--- config.mk ---
export PLATFORM = sky130hd
export DESIGN_NAME = div_sqrt_iter_ctrl
export DESIGN_NICKNAME = d
export VERILOG_FILES = /design/src/rtl/fpu_defs_div_sqrt.sv /design/src/rtl/div_sqrt_prec_decode.sv /design/src/rtl/div_sqrt_iter_ctrl.sv
export SDC_FILE = /design/constraint.sdc
export NUM_CORES = 1
export LEC_CHECK = 0
export CORE_MARGIN = 3
export CORE_UTILIZATION = 45
export DETAILED_ROUTE_END_ITERATION = 8
export PLACE_DENSITY = 0.71
export SKIP_LAST_GASP = 1
export SLEW_MARGIN = 20
export SYNTH_ARGS = -nofsm -noshare
export SYNTH_HDL_FRONTEND = slang
export SYNTH_SLANG_ARGS = --single-unit
--- constraint.sdc ---
create_clock -name Clk_CI -period 4.2 [get_ports Clk_CI]
set_clock_uncertainty 0.05 [all_clocks]
set_input_delay 0.63 -clock Clk_CI [delete_from_list [all_inputs] [get_ports Clk_CI]]
set_output_delay 0.63 -clock Clk_CI [all_outputs]
set_load 0.005 [all_outputs]
--- src/rtl/fpu_defs_div_sqrt.sv ---
// Shared definitions for the div/sqrt unit: widths, controller state encoding
// and the precision / iteration-count helpers also used by the parent datapath.
package fpu_defs_div_sqrt;

   localparam int unsigned C_MANT  = 52;
   localparam int unsigned C_PC    = 6;
   localparam int unsigned C_CNT_W = $clog2(C_MANT + 4);

   typedef enum logic [1:0] {
      IDLE = 2'd0,
      LOAD = 2'd1,
      ITER = 2'd2,
      DONE = 2'd3
   } ctrl_state_t;

   // Zero or oversize requests mean full precision; tiny requests are raised to the floor.
   function automatic logic [C_CNT_W-1:0] eff_prec(input logic [C_PC-1:0] ctl,
                                                   input int unsigned  min_prec);
      logic [C_CNT_W-1:0] p;
      if ((ctl == C_PC'(0)) || (32'(ctl) > (C_MANT + 1))) begin
         p = C_CNT_W'(C_MANT + 1);
      end else if (32'(ctl) < min_prec) begin
         p = C_CNT_W'(min_prec);
      end else begin
         p = C_CNT_W'(ctl);
      end
      return p;
   endfunction

   // Guard and round bits ride along with the mantissa bits, rounded up to whole cycles.
   function automatic logic [C_CNT_W-1:0] iter_cycles(input logic [C_CNT_W-1:0] p,
                                                      input int unsigned     unroll);
      logic [C_CNT_W:0] num;
      num = {1'b0, p} + (C_CNT_W + 1)'(unroll + 1);
      return C_CNT_W'(num / (C_CNT_W + 1)'(unroll));
   endfunction

endpackage

--- src/rtl/div_sqrt_prec_decode.sv ---
// Combinational clamp of the requested precision to the effective precision P
// and the resulting iteration-cycle count N.
module div_sqrt_prec_decode
   import fpu_defs_div_sqrt::*;
#(
   parameter int unsigned UNROLL   = 1,
   parameter int unsigned MIN_PREC = 6
) (
   input  logic [C_PC-1:0]    Precision_ctl_SI,
   output logic [C_CNT_W-1:0] Iter_num_DO
);

   logic [C_CNT_W-1:0] prec_d;

   // Effective precision feeds straight into the cycle count.
   always_comb begin
      prec_d      = eff_prec(Precision_ctl_SI, MIN_PREC);
      Iter_num_DO = iter_cycles(prec_d, UNROLL);
   end

endmodule

--- src/rtl/div_sqrt_iter_ctrl.sv ---
// Sequencing controller for the radix-2 div/sqrt iteration datapath: start
// acceptance, load strobe, mode enables, iteration counter and done pulse.
module div_sqrt_iter_ctrl
   import fpu_defs_div_sqrt::*;
#(
   parameter int unsigned UNROLL   = 1,
   parameter int unsigned MIN_PREC = 6
) (
   input  logic               Clk_CI,
   input  logic               Rst_RBI,
   input  logic               Div_start_SI,
   input  logic               Sqrt_start_SI,
   input  logic               Kill_SI,
   input  logic [C_PC-1:0]    Precision_ctl_SI,
   output logic               Ready_SO,
   output logic               Load_SO,
   output logic               Div_enable_SO,
   output logic               Sqrt_enable_SO,
   output logic [1:0]         Sqrt_D_seed_DO,
   output logic               First_iter_SO,
   output logic [C_CNT_W-1:0] Iter_cnt_DO,
   output logic               Done_SO
);

   ctrl_state_t        state_q;
   logic [C_CNT_W-1:0] iter_num_d;
   logic [C_CNT_W-1:0] iter_num_q;
   logic [C_CNT_W-1:0] cnt_q;
   logic               ready_q;
   logic               load_q;
   logic               div_en_q;
   logic               sqrt_en_q;
   logic               first_q;
   logic               done_q;

   div_sqrt_prec_decode #(
      .UNROLL   (UNROLL),
      .MIN_PREC (MIN_PREC)
   ) u_prec_decode (
      .Precision_ctl_SI (Precision_ctl_SI),
      .Iter_num_DO      (iter_num_d)
   );

   // Controller FSM; every output is computed one cycle ahead and registered.
   always_ff @(posedge Clk_CI) begin
      if (!Rst_RBI) begin
         state_q    <= IDLE;
         iter_num_q <= '0;
         cnt_q      <= '0;
         ready_q    <= 1'b1;
         load_q     <= 1'b0;
         div_en_q   <= 1'b0;
         sqrt_en_q  <= 1'b0;
         first_q    <= 1'b0;
         done_q     <= 1'b0;
      end else begin
         load_q  <= 1'b0;
         first_q <= 1'b0;
         done_q  <= 1'b0;
         if (Kill_SI && (state_q != IDLE)) begin
            state_q   <= IDLE;
            ready_q   <= 1'b1;
            div_en_q  <= 1'b0;
            sqrt_en_q <= 1'b0;
            cnt_q     <= '0;
         end else begin
            case (state_q)
               IDLE: begin
                  // Kill in IDLE suppresses a simultaneous start; division wins a tie.
                  if (!Kill_SI && (Div_start_SI || Sqrt_start_SI)) begin
                     state_q    <= LOAD;
                     iter_num_q <= iter_num_d;
                     ready_q    <= 1'b0;
                     load_q     <= 1'b1;
                     div_en_q   <= Div_start_SI;
                     sqrt_en_q  <= ~Div_start_SI;
                  end else begin
                     state_q <= IDLE;
                  end
               end
               LOAD: begin
                  state_q <= ITER;
                  first_q <= 1'b1;
                  cnt_q   <= '0;
               end
               ITER: begin
                  if (cnt_q == (iter_num_q - C_CNT_W'(1))) begin
                     state_q   <= DONE;
                     done_q    <= 1'b1;
                     div_en_q  <= 1'b0;
                     sqrt_en_q <= 1'b0;
                     cnt_q     <= '0;
                  end else begin
                     cnt_q <= cnt_q + C_CNT_W'(1);
                  end
               end
               DONE: begin
                  state_q <= IDLE;
                  ready_q <= 1'b1;
               end
               default: begin
                  state_q   <= IDLE;
                  ready_q   <= 1'b1;
                  div_en_q  <= 1'b0;
                  sqrt_en_q <= 1'b0;
                  cnt_q     <= '0;
               end
            endcase
         end
      end
   end

   // The seed digit is zero for both ops; the parent switches feedback on First_iter_SO.
   assign Sqrt_D_seed_DO = 2'b00;
   assign Ready_SO       = ready_q;
   assign Load_SO        = load_q;
   assign Div_enable_SO  = div_en_q;
   assign Sqrt_enable_SO = sqrt_en_q;
   assign First_iter_SO  = first_q;
   assign Iter_cnt_DO    = cnt_q;
   assign Done_SO        = done_q;

endmodule

Word level (Yosys, flattened, before mapping)
Cells that the tools add are included.
- bitwise operators: 5
- add/subtract/negate cells: 3
- reduce and logical (&&, ||, !) cells: 17
- eq/ne operators: 6
- magnitude comparators: 2
- multiplexer cells: 17
- operators with widths (operator ; number):
    $mux 6 ; 3
    $pmux 6 s2 ; 1
    $mux 1 ; 8
    $pmux 2 s4 ; 1
    $reduce_bool 2->1 ; 4
    $add 6x1->6 const B ; 1
    $add 6x2->6 const B ; 1
    $eq 6x6->1 ; 1
    $gt 6x6->1 const B ; 1
    $logic_not 6->1 ; 1
    $lt 6x3->1 const B ; 1
    $pmux 1 s2 ; 3
    $reduce_and 3->1 ; 2
    $reduce_or 3->1 ; 2
    $sub 6x1->6 const B ; 1
    $not 1->1 ; 5
    $eq 2x2->1 const B ; 2
    $ne 2x2->1 const B ; 2
    $eq 2x1->1 const B ; 1
    $logic_and 1x1->1 ; 2
    $logic_not 2->1 ; 1
    $logic_or 1x1->1 ; 2
    $mux 2 ; 1
    $reduce_and 2->1 ; 1
    2 further kinds ; 2
- register bits after elaboration: 20
- bits of input ports: 11
- word-level logic and storage cells: 59
- output and inout bits: 14

Logic depth before layout (Yosys ltp)
Gate-level depths: netlist of the first run.
- word-level depth: 4
- gate-level depth with buffers: 9
- depth with buffers taken out: 8

Hierarchy
A second synthesis of the first run with hierarchy kept.
- cell total of the unflattened synthesis: 153
- area total of the unflattened synthesis: 1296.2 sq um
- by module, submodules not included (module ; seq. area each (sq um) ; cells each ; instances ; area each (sq um)):
    div_sqrt_iter_ctrl ; 400.4 ; 126 ; 1 ; 1109.8
    div_sqrt_prec_decode ; 0.0 ; 27 ; 1 ; 186.4

Worst setup path after synthesis of the first run
OpenSTA, ideal clock, no wires.
- kind: input to register
- start: input Precision_ctl_SI[4]
- end: register iter_num_q[5]
- required time: 4.018 ns
- data arrival time: 1.897 ns
- path slack: 2.121 ns
- path buffers: 1
- library setup time: 0.132 ns
- stages: 8
- cells stage by stage: clkbuf_1 > nor3_1 > nand2_1 > o21ai_0 > nor2_1 > ha_1 > a311oi_1 > a21oi_1
- longest elaborated chain between the ends: 4
- elaborated cells on any way between the ends: 7
- those cells by class: 1 x add/sub; 2 x order compare; 2 x mux; 2 x reduce/logical
- RTL lines (element ; RTL line ; RTL):
    start, declared ; div_sqrt_iter_ctrl.sv:14 ; input logic [C_PC-1:0] Precision_ctl_SI,
    $lt 6x3->1, or another cell as far along ; fpu_defs_div_sqrt.sv:22 ; end else if (32'(ctl) < min_prec) begin
    $mux 6 or $logic_or 1x1->1 (tied branches) ; fpu_defs_div_sqrt.sv:22, fpu_defs_div_sqrt.sv:20 ;
    $mux 6 (*) ; fpu_defs_div_sqrt.sv:20 ; if ((ctl == C_PC'(0)) || (32'(ctl) > (C_MANT + 1))) begin
    $add 6x2->6 (*) ; fpu_defs_div_sqrt.sv:34 ; num = {1'b0, p} + (C_CNT_W + 1)'(unroll + 1);
    end signal, assigned ; div_sqrt_iter_ctrl.sv:72 ; iter_num_q <= iter_num_d;
    end, declared ; div_sqrt_iter_ctrl.sv:27 ; logic [C_CNT_W-1:0] iter_num_q;
Mark *: on every way between the ends. The rest lies on a longest branch, timed or not.
A chain may end at the register's enable or synchronous reset.

Worst setup path in the final report of the first run
Same ends and word-level chain as after synthesis.

==> results of run 1 <==
-- cells by family (layout without fill, tap and decap cells) --
family | count (synthesis) | count (layout)
other | 1 | 2
and+or+nand+nor | 45 | 45
adders and majority gates | 8 | 8
xor gates and xnor gates | 8 | 8
buffers and inverters | 14 | 34
muxes | 1 | 1
AOI/OAI and AO/OA | 47 | 47
DFF | 20 | 20
-- metal layers --
metal | vias to the layer above | GRT usage | part of all wire
met1 | 527 | 0.206 | 0.45
met4 | 0 | 0.0388 | 0.0076
met3 | 2 | 0.0417 | 0.030
li1 | 555 | - | -
met2 | 13 | 0.338 | 0.52
met5 | - | 0 | 0
-- cell usage after synthesis, drive strengths merged, types with 3 or more instances --
library cell / n / area, sq um
o211a: 5 / 50.1
inv: 7 / 26.3
nor2: 10 / 40.0
ha: 8 / 100
o21ai: 13 / 80.1
nand3b: 4 / 30.0
a21oi: 8 / 40.0
a21o: 3 / 23.8
dfxtp: 20 / 400
a21boi: 3 / 30.0
and2: 3 / 18.8
nand2: 11 / 41.3
xor2: 6 / 52.6
nand3: 3 / 15.0
clkbuf: 5 / 20.0
nor3: 7 / 40.0
-- final cells by class --
class	count	area (sq um)	area share
sequential	20	400	0.262
tap	30	37.5	0.0245
timing repair buffer	23	228	0.149
clock inverter	1	30.0	0.0196
clock buffer	3	22.5	0.0147
multi-input combinational	111	786	0.513
inverter	7	26.3	0.0172
-- stage by stage --
stage	utilization	instance area (sq um)	instances	setup slack, ns
3_3_place_gp	0.581	1480	191	1.66
6_report	0.601	1530	195	1.77
2_1_floorplan	-	1250	145	2.12
4_1_cts	0.601	1530	195	1.78
3_5_place_dp	0.581	1480	191	1.47
5_1_grt	0.601	1530	195	1.60
-- flip-flops by register name, summed over array words and instances, names as in the netlist --
name and cells:
Iter_cnt_DO 6, iter_num_q 6, state_q 2, Div_enable_SO 1, Done_SO 1, First_iter_SO 1
Load_SO 1, Ready_SO 1, Sqrt_enable_SO 1
-- how the worst max path moves through the flow --
stage	end	slack (ns)
4_1_cts	iter_num_q[5]	1.78
5_1_grt	iter_num_q[5]	1.60
3_3_place_gp	iter_num_q[5]	1.66
2_1_floorplan	iter_num_q[5]	2.12
3_5_place_dp	iter_num_q[5]	1.47
6_report	iter_num_q[5]	1.77
-- worst max-delay path, stage by stage --
cell and delay (ns):
sky130_fd_sc_hd__clkdlybuf4s50_1 0.54, sky130_fd_sc_hd__nor3_1 0.37, sky130_fd_sc_hd__nand2_1 0.14, sky130_fd_sc_hd__o21ai_0 0.17, sky130_fd_sc_hd__nor2_1 0.12, sky130_fd_sc_hd__ha_1 0.23, sky130_fd_sc_hd__a311oi_1 0.28, sky130_fd_sc_hd__a21oi_1 0.10
-- report_power, final --
part | internal (W) | switching, W | total, W
sequential | 0.000223 | 0.0000301 | 0.000253
clock | 0.0000965 | 0.0000644 | 0.000161
combinational | 0.000144 | 0.000186 | 0.000330
total | 0.000463 | 0.000281 | 0.000744
==> summary by stage, run 1 <==
Status
The flow ran to the end, and the final reports show no timing, DRC or antenna violations.

STA
The count of final max-slew check failures was 0. The accumulated negative setup slack is 0 ns. The fraction of the cycle the final worst path needs is 0.579. The count of final hold-check violations is 0. Based on the critical path, the design can be clocked at up to 0.412 GHz. The worst-case headroom to the max-slew limit is 0.599. The total of endpoints with negative setup slack in the final report is 0. The pin slew with the least headroom to its limit is 0.597 ns. The clock period minus worst slack is 2.43 ns.

Hold is met by 0.507 ns. Setup repair after global routing left no endpoint under its margin.

Power
The completed layout was analyzed and its total power is 0.000744 W. The total power density per cell area is 486 mW/mm^2. Across the VDD grid, the largest voltage drop is 0.000446 V. The leakage power is 0.642 nW.

Placed design
In this run the tool buffered the top-level ports with 22 buffer cells. The placer's final routability congestion estimate is 0.769. The half-perimeter wire length after detailed placement is 2150 um.

Yosys
The mux share of post-synthesis cell area is 0.00805. The number of cells produced by synthesis is 144. The post-synthesis share of cell area spent on xor and xnor gates is 0.0563.

Each instance of the synthesized netlist takes up on average 8.64 sq um. After synthesis, the largest family of logic cells by area is compound AO/OA/AOI/OAI gates. After synthesis the cells add up to 0.00124 sq mm. Of the total synthesized cell area, the portion taken by AND, OR, NAND and NOR gates is 0.187.

Of the total synthesized cell area, the portion taken by full adders, half adders and majority gates is 0.0805. Among all flip-flop cells after synthesis, the most frequent one is sky130_fd_sc_hd__dfxtp_1. The synthesized-area fraction occupied by ao, oa, aoi and oai cells came to 0.294. The synthesized flop and latch total is 20.

The number of synthesis warnings is 0. Yosys mapped a number of flops with a built-in enable equal to 0. Synthesis instantiated 45 different standard cells from the library. Of all flip-flops after synthesis, the portion carrying an async set or reset was 0. The fraction of the yosys area taken by sequential cells is 0.322.

Worst setup path
The element type at the critical path end is a flop. The startpoint of the lowest-slack register-to-register path is iter_num_q[0]. In this run the critical register-to-register path is captured at Iter_cnt_DO[2].

The maximum net fanout on the critical path is 8. At the worst endpoint, the required time is 4.35 ns. The critical path launch point is Precision_ctl_SI[4]. The critical path in this run is classified as input pin to flop. The arrival time of data at the critical path endpoint is 2.58 ns. The critical path launch point type is an input pin. The setup check on the worst reg-to-reg path leaves a slack of 2.21 ns.

The depth of the worst register-to-register path is 8.

GRT
The number of antenna violations at the first check in global routing was 0. The overall overflow remaining after global route is 0. The first-pass GRT wire length is 4890 um.

Entering global routing, the biggest net connects 14 pins. The overall fraction of global-route tracks in use is 0.180. The via count of the first global-routing pass came to 1127.

Cells and area
In the final layout, the share of cells above drive strength 1 is 0.103. The relative area change from synthesis to final layout is 23.0%. The most common library cell in the layout ignoring fill and taps is sky130_fd_sc_hd__clkdlybuf4s50_1. The net count of the finished layout is 185. The count of inserted antenna diode cells is 0.

The fill cell instance count of the final layout is 237. In the layout the commonest cells are sky130_fd_sc_hd__clkdlybuf4s50_1 (22), sky130_fd_sc_hd__dfxtp_1 (20), sky130_fd_sc_hd__nand2_1 (11).

Clock network
In this run, CTS created clock tree buffers numbering 3. In this run, post-CTS hold repair placed 0 buffers. The number of clock sinks seen by CTS is 20.

The clock reaches the later pin of the worst-skew pair after 0.31 ns. The number of resized instances in the post-cts repair step is 0. The root buffer selected by CTS is sky130_fd_sc_hd__clkbuf_4.

CTS built an H-tree with a depth of 1. The clock tree from TritonCTS is yes. The number of setup buffers added after CTS is 0. The clock passes through at most 2 buffers. The clock-pin slew reported for the worst setup and hold paths after clock tree synthesis is 0.11 ns.

Routing
The DRC violation count after routing is 0. After detailed routing, the number of vias per cell comes to 5.63. Across all layers, the routed design uses 1097 vias. The DRC violation total after the first TritonRoute iteration is 35.

The final layout contains routed wiring with a total length of 2760 um. In this run the remaining antenna-violating nets after routing total 0. The first-pass iteration count of the detailed router is 4. The average routed wire per standard cell is 14.2 um.

Floorplan
The region available for standard cell placement spans 0.00254 sq mm. The initial cell density of the core is 0.489. 25 I/O pins were placed. The number of placement rows is 18.

The floorplan step set the die width to 58.6 um. The die covers 0.00343 sq mm. In this run the vertical extent of the chip is 58.6 um.

Worst hold path
The path with the worst hold slack has its endpoint at iter_num_q[1]. The hold path depth is 1. The worst min-delay path startpoint is iter_num_q[1].

The type of the tightest min-delay check is flop to flop.

Job
The tool flagged a number of max-cap violations equal to 0.
Power figures use the tool's default switching activity.
==> inputs of run 2 (changes only) <==
- PLACE_DENSITY: 0.71 -> 0.74
- clock period: 4.2 -> 2.07 ns (I/O delays scaled with it)
==> run 2 against run 1 <==
Against the previous run:
- flip-flop and latch count is the same
- cell count is 5.6% higher
- critical path depth unchanged
- critical path type is now flop to flop
- power grew 94%
- routed wire length down 2.8%
- hold slack got worse by 0.033 ns
- worst setup slack got worse by 1.6 ns
- die area unchanged
==> summary by stage, run 2 (same netlist as run 1, synthesis figures left out) <==
Routing
The DRC violation count after routing is 0 (unchanged). The number of vias per cell is 5.60 (-0.42%). The first-pass iteration count of the detailed router is 4 (unchanged). The DRC violation total after the first TritonRoute iteration is 30 (-14%). The residual antenna-violating net count after detailed routing is 0 (unchanged). The wire length after detailed routing is 2690 um (-2.8%). The vias after detailed routing came to 1154 (+5.2%). The average routed wire per standard cell was 13.0 um (-8.0%).

Placed design
The standard cell area after detailed placement is 0.00156 sq mm (+5.6%). The placer's final routability congestion estimate came to 0.766 (-0.36%). The total of buffers placed on input and output ports was 22 (unchanged). The half-perimeter wire length after detailed placement is 2090 um (-2.6%). The pre-CTS setup slack is -0.100 ns (-1.57 ns).

STA
The clock period minus worst slack is 1.93 ns. The count of final max-slew check failures is 0 (unchanged). The count of final hold-check violations is 0 (unchanged).

Setup repair after global routing left no endpoint under its margin. The maximum operating frequency is 0.518 GHz. The fraction of the cycle the final worst path needs is 0.933. The total of endpoints with negative setup slack in the final report was 0 (unchanged). The minimum setup slack in the final design is 0.140 ns (-1.63 ns).

Worst setup path
The arrival time of data at the critical path endpoint came to 2.09 ns (-0.49 ns). The flop-to-flop setup slack was 0.14 ns (-2.07 ns). The cell family contributing the most delay on the critical path is compound AO/OA/AOI/OAI gates.

The required arrival time at the worst endpoint came to 2.23 ns (-2.12 ns). Walking the worst path, the cells encountered are inv_1 > ha_1 > xor2_1 > o211a_1 > o311ai_4 > o21bai_2 > o22ai_1 > a21o_1. The capturing point of the worst reg2reg path is Iter_cnt_DO[2].

The critical path class is flop to flop. The cell with the largest stage delay on the worst path is sky130_fd_sc_hd__dfxtp_1. The worst stage delay on the critical path is 0.38 ns (-0.16 ns). The depth of the worst register-to-register path is 8 (unchanged). The number of buffer and inverter instances along the worst setup path is 1 (unchanged).

The worst setup path is captured at a flop. STA classifies the critical path startpoint as a flop. The maximum net fanout on the critical path is 5 (-3). The startpoint of the lowest-slack register-to-register path is iter_num_q[1].

Power
The design internal power came to 0.000880 W (+90%). The worst supply voltage drop on vdd came to 0.000709 V (+59%). The switching power of the nets is 0.000565 W (+100%).

The fraction of power consumed by combinational cells was 0.492 (+0.048). The fraction of power spent switching nets came to 0.391 (+0.0138). The fraction of power consumed by sequential logic is 0.350 (+0.010). The clock share of power is 0.157 (-0.059). The leakage power came to 0.690 nW (+7.5%). The total power density per cell area is 903 mW/mm^2 (+86%).

Clock network
The number of clock sinks seen by CTS was 20 (unchanged). The clock-pin slew reported for the worst setup and hold paths after clock tree synthesis is 0.11 ns (about the same). The H-tree depth reported by CTS is 1 (unchanged). The number of clock buffers inserted by TritonCTS is 3 (unchanged). The worst-skew pair later-pin latency came to 0.30 ns (about the same). The maximum clock insertion buffer count is 2 (unchanged). The tree is rooted in a sky130_fd_sc_hd__clkbuf_4. The clock tree from TritonCTS is yes.

Cells and area
In the layout the commonest cells are sky130_fd_sc_hd__clkdlybuf4s50_1 (22), sky130_fd_sc_hd__dfxtp_1 (20), sky130_fd_sc_hd__buf_4 (12). The relative area change from synthesis to final layout is 28.8%. The number of nets in the layout is 196 (+5.9%). The final non-filler cell area is 0.00160 sq mm (+4.7%).

The share of layout cells above drive strength 1 came to 0.165 (+0.0617). The count of inserted antenna diode cells is 0 (unchanged). The most common library cell in the layout ignoring fill and taps is sky130_fd_sc_hd__clkdlybuf4s50_1.

Floorplan
The chip width is 58.6 um (unchanged). The height of the die is 58.6 um (unchanged). The I/O pin total is 25 (unchanged). The initial cell density of the core is 0.489 (unchanged). The core region area is 0.00254 sq mm (unchanged).

The number of placement rows came to 18 (unchanged). The area enclosed by the die boundary is 0.00343 sq mm (unchanged).

GRT
The overall overflow remaining after global route is 0 (unchanged). The via count of the first global-routing pass is 1120 (-0.62%). The overall fraction of global-route tracks in use was 0.169 (-0.0109). The first-pass GRT wire length was 4600 um (-5.9%). The pin count of the biggest net entering global routing is 14 (unchanged). The number of antenna violations at the first check in global routing was 0 (unchanged).

Worst hold path
The startpoint identified for the worst hold timing path is Div_enable_SO. The hold-critical path endpoint is Div_enable_SO. The type of the tightest min-delay check is flop to flop.

The hold path depth is 2 (+1).

Status
The flow ran to the end, and the final reports show no timing, DRC or antenna violations.

Job
The max-capacitance violation count is 0 (unchanged).
## run 2: changes by cell type in the layout (fill, tap and decap cells not counted)
cell,previous run,this run
sky130_fd_sc_hd__nor3_1,6,5
sky130_fd_sc_hd__nor3_2,1,2
sky130_fd_sc_hd__buf_4,1,12
sky130_fd_sc_hd__clkbuf_8,0,1
sky130_fd_sc_hd__bufinv_16,1,0
## run 2: metal layers
metal  part of all wire  up-vias  GRT usage
met5                  0        -          0
met4              0.022        0     0.0841
met3              0.041        7     0.0219
met2               0.49       34      0.295
met1               0.44      532      0.203
li1                   -      581          -
## run 2: final cells by class
cell class	instances	area, sq um
flip-flops and latches	20	400
inverters	7	26.3
fillers	219	943
clock buffers	4	36.3
repair buffers	34	310
well taps	30	37.5
multi-input cells	111	791
## run 2: timing repair
action	in CTS	in global routing
hold buffers	0	0
gates resized for setup	0	1
endpoints found under the setup margin	0	1
buffers inserted	0	0
## run 2: how the worst max path moves through the flow
| stage | start | end | cells past startpoint |
|---|---|---|---|
| 5_1_grt | iter_num_q[1] | state_q[0] | 8 |
| 3_5_place_dp | Precision_ctl_SI[4] | iter_num_q[5] | 8 |
| 2_1_floorplan | iter_num_q[0] | Iter_cnt_DO[2] | 8 |
| 4_1_cts | iter_num_q[1] | Iter_cnt_DO[2] | 8 |
| 3_3_place_gp | Precision_ctl_SI[4] | iter_num_q[5] | 8 |
| 6_report | iter_num_q[1] | Iter_cnt_DO[2] | 8 |
## run 2: power by group through the flow
| stage | clock, W | sequential, W | combinational [W] |
|---|---|---|---|
| after floorplan | 0 | 0.000511 | 0.000498 |
| after global placement | 0 | 0.000513 | 0.000687 |
| after detailed placement | 0 | 0.000516 | 0.000708 |
| after CTS | 0.000240 | 0.000506 | 0.000713 |
| after global routing | 0.000254 | 0.000517 | 0.000792 |
| final | 0.000227 | 0.000506 | 0.000712 |
## run 2: worst register-to-register path, delay by kind of cell, from the launching register on
family                   cells  cell delay, ns
flip-flops                   1            0.38
adder cells (fa/ha/maj)      1            0.29
buffers and inverters        1            0.06
AO/OA/AOI/OAI                5            0.91
XOR/XNOR                     1            0.16
## run 2: per-stage QoR
step	hold WS (ns)	util	power (W)	cells	setup TNS [ns]
2_1_floorplan	0.433	-	0.00101	145	0
3_3_place_gp	0.457	0.613	0.00120	202	0
3_5_place_dp	0.464	0.613	0.00122	202	-0.153
4_1_cts	0.482	0.627	0.00146	206	0
5_1_grt	0.525	0.629	0.00156	206	0
6_report	0.474	0.629	0.00145	206	0
